===== config.mk =====
export PLATFORM = sky130hd
export DESIGN_NAME = sat_counter
export DESIGN_NICKNAME = d
export VERILOG_FILES = /design/src/rtl/lfsr_checker_sat_counter.sv
export SDC_FILE = /design/constraint.sdc
export NUM_CORES = 1
export LEC_CHECK = 0
export CORE_MARGIN = 4
export CORE_UTILIZATION = 44
export DETAILED_ROUTE_END_ITERATION = 16
export PLACE_DENSITY = 0.73
export SLEW_MARGIN = 10
export SYNTH_ARGS = -nofsm -noshare
export SYNTH_HDL_FRONTEND = slang
export SYNTH_SLANG_ARGS = --single-unit
export TNS_END_PERCENT = 10

===== constraint.sdc =====
create_clock -name clk -period 1.8 [get_ports clk]
set_input_delay 0.36 -clock clk [delete_from_list [all_inputs] [get_ports clk]]
set_output_delay 0.36 -clock clk [all_outputs]
set_load 0.02 [all_outputs]

===== src/rtl/lfsr_checker_sat_counter.sv =====
// Saturating up-counter with synchronous clear; clear wins over increment.
module sat_counter #(
   parameter int W = 16
) (
   input  logic         clk,
   input  logic         rst,
   input  logic         clr,
   input  logic         inc,
   output logic [W-1:0] count
);

   always_ff @(posedge clk or posedge rst) begin
      if (rst)
         count <= '0;
      else if (clr)
         count <= '0;
      else if (inc && (count != '1))
         count <= count + 1'b1;
   end

endmodule


==> impl_metrics.env <==
export IMPL_outcome="complete, no violations"
export IMPL_whs_ns=0.309
export IMPL_gr_total_overflow=0
export IMPL_pwr_density_cell_nw_per_um2=454
export IMPL_cts_root_buffer="clkbuf_4"
export IMPL_fillers=147
export IMPL_drc=0
export IMPL_antenna_found_initial=0
export IMPL_fin_setup_tns_ns=0
export IMPL_mostFrequentLayoutCell="buf_4"
export IMPL_rr_worst_depth=4
export IMPL_routedWlPerCell_um=14.9
export IMPL_die_w_um=54.0
export IMPL_peakVddDrop_mv=0.357
export IMPL_cp_start_kind="input port"
export IMPL_post_route_util=0.693
export IMPL_cp_end_kind="flip-flop"
export IMPL_clock_sinks=16
export IMPL_ys_ff_latch=16
export IMPL_dp_cells=166
export IMPL_drive_gt1_frac=0.301
export IMPL_fp_dieH_um=54.0
export IMPL_initial_core_util=0.470
export IMPL_grt_max_degree=12
export IMPL_vias_per_cell=5.91
export IMPL_ios=20
export IMPL_final_hold_viol_count=0
export IMPL_final_cell_mix="buf_4 (25), dfrtp_1 (15), a21oi_1 (10), clkdlybuf4s50_1 (10)"
export IMPL_dp_hpwl_um=1930
export IMPL_place_gp_congestion=0.835
export IMPL_largest_register_ffs=16
export IMPL_fmax_mhz=558
export IMPL_grt_pass1_wl_um=4400
export IMPL_finalWirelength_um=2530
export IMPL_htree_levels=1
export IMPL_clk_pin_slew_ns=0.09
export IMPL_tightest_slew_ns=0.478
export IMPL_final_cells=170
export IMPL_rows=16
export IMPL_gr_usage_all_layers=0.205
export IMPL_drt_initial_drc_count=18
export IMPL_largest_register="count"
export IMPL_syn_area_um2=932
export IMPL_rsz0062_at_grt="true"
export IMPL_report_final_slew_viol_count=0
export IMPL_syn_inst=101
export IMPL_antennaDiodeCount=0
export IMPL_core_area_um2=1980
export IMPL_hold_class="input port to async pin"
export IMPL_nets=150
export IMPL_post_route_min_period_ns=1.79
export IMPL_cts_hold_buf=0
export IMPL_required_ns=2.02
export IMPL_dieArea_um2=2920
export IMPL_period_share=0.996
export IMPL_crit_arrival_ns=2.01
export IMPL_ys_seq_area_frac=0.430
export IMPL_cts_tree="done"
export IMPL_firstDrtPassIters=5
export IMPL_insertion_delay_ns=0.28
export IMPL_cap_violations=0
export IMPL_grt_pass1_vias=1040
export IMPL_max_slew_margin=0.678
export IMPL_synth_nets=106
export IMPL_leakage_uw=0.000632
export IMPL_skew_ns=0.00311
export IMPL_vias=1005
export IMPL_wl_met1_um=1060
export IMPL_synth_cell_types=29
export IMPL_reg_largest_list="count: 16 flops"
export IMPL_syn_avg_cell_area_um2=9.23
export IMPL_area_delta_synth_final_pct=47.4
export IMPL_cts_buffers=3
export IMPL_wl_met3_um=124
export IMPL_top_layer="met4"
export IMPL_yosys_warnings=0
export IMPL_crit_fanout=5
export IMPL_cts_path_max_buffers=2
export IMPL_setup_viol=0
export IMPL_port_buffers=19
export IMPL_postRouteAntennaNets=0
export IMPL_path_class="input port to flip-flop"
export IMPL_met2WireLength_um=1310
==> critical path: stages <==
cell and delay, ns:
clkdlybuf4s50_1 0.50, nand3_2 0.09, or4_4 0.51, or4_4 0.43
a21oi_2 0.12
==> area by class of cell <==
type | instances | area, um2 | area share
clock buffers | 3 | 22.5 | 0.0164
inverters | 3 | 11.3 | 0.00820
multi-input cells | 78 | 528 | 0.384
flip-flops and latches | 16 | 402 | 0.292
well taps | 27 | 33.8 | 0.0246
repair buffers | 43 | 377 | 0.274
==> routing by layer <==
metal / GRT usage / vias up
li1: - / 478
met5: 0 / -
met1: 0.251 / 489
met2: 0.349 / 32
met4: 0.104 / 0
met3: 0.0277 / 6
==> metrics by stage <==
stage,worst slack (ns),instance area (um2),total power (uW)
floorplan,-0.0879,938,410
global placement,-0.218,1310,442
detailed placement,-0.231,1310,443
CTS,0.00265,1330,628
global route,-0.0411,1370,652
finish,0.00679,1370,624
==> cell usage after synthesis <==
| master | count | area, um2 |
|---|---|---|
| nand3_1 | 7 | 35.0 |
| clkbuf_2 | 1 | 5.00 |
| ha_1 | 1 | 12.5 |
| nor2_1 | 3 | 11.3 |
| mux2i_1 | 1 | 10.0 |
| nor2b_1 | 3 | 18.8 |
| or4_2 | 1 | 8.76 |
| and4_1 | 1 | 8.76 |
| buf_4 | 1 | 7.51 |
| o41ai_1 | 2 | 17.5 |
| dfrtp_1 | 16 | 400 |
| nor4_1 | 3 | 18.8 |
| nor3_1 | 4 | 20.0 |
| inv_1 | 3 | 11.3 |
| nand4_4 | 1 | 21.3 |
| or3_2 | 1 | 7.51 |
| nand4_1 | 4 | 25.0 |
| o21ai_0 | 5 | 25.0 |
| mux2_2 | 2 | 22.5 |
| or4_4 | 1 | 11.3 |
| clkbuf_1 | 1 | 3.75 |
| dlygate4sd1_1 | 1 | 8.76 |
| a31oi_1 | 1 | 6.26 |
| nand2_1 | 6 | 22.5 |
| nand2b_1 | 2 | 12.5 |
| o31ai_1 | 5 | 37.5 |
| or3_1 | 6 | 37.5 |
| or4_1 | 6 | 45.0 |
| a21oi_1 | 12 | 60.1 |
==> power by group <==
part,leakage (uW),switching [uW],internal [uW]
registers,0.000220,5.08,363
clock network,0.0000138,110,77.6
logic,0.000398,35.5,32.4
total,0.000632,150,473
==> final timing paths <==
kind | start | slack (ns) | end
max in group asynchronous | rst | 1.04 | count[15]
min in group clk | count[1] | 0.60 | count[1]
worst max-delay path | inc | 0.007 | count[13]
worst min-delay path | rst | 0.31 | count[0]
worst min register to register | count[1] | 0.60 | count[1]
worst max register to register | count[10] | 0.04 | count[14]
==> timing repair <==
item                                    in CTS  in global routing
pin swaps                                    0                  4
setup buffers                                0                  1
resized for setup                            3                 14
hold endpoints to repair                     0                  0
endpoints found under the setup margin       3                 14
==> cells by family after synthesis <==
family | Yosys count | synth area share
AND/OR/NAND/NOR | 49 | 0.326
AO/OA/AOI/OAI | 25 | 0.157
flip-flops | 16 | 0.430
buffers and inverters | 7 | 0.0389
multiplexers | 3 | 0.0349
adder cells (fa/ha/maj) | 1 | 0.0134
Note: power is estimated with default switching activity, not from simulation.
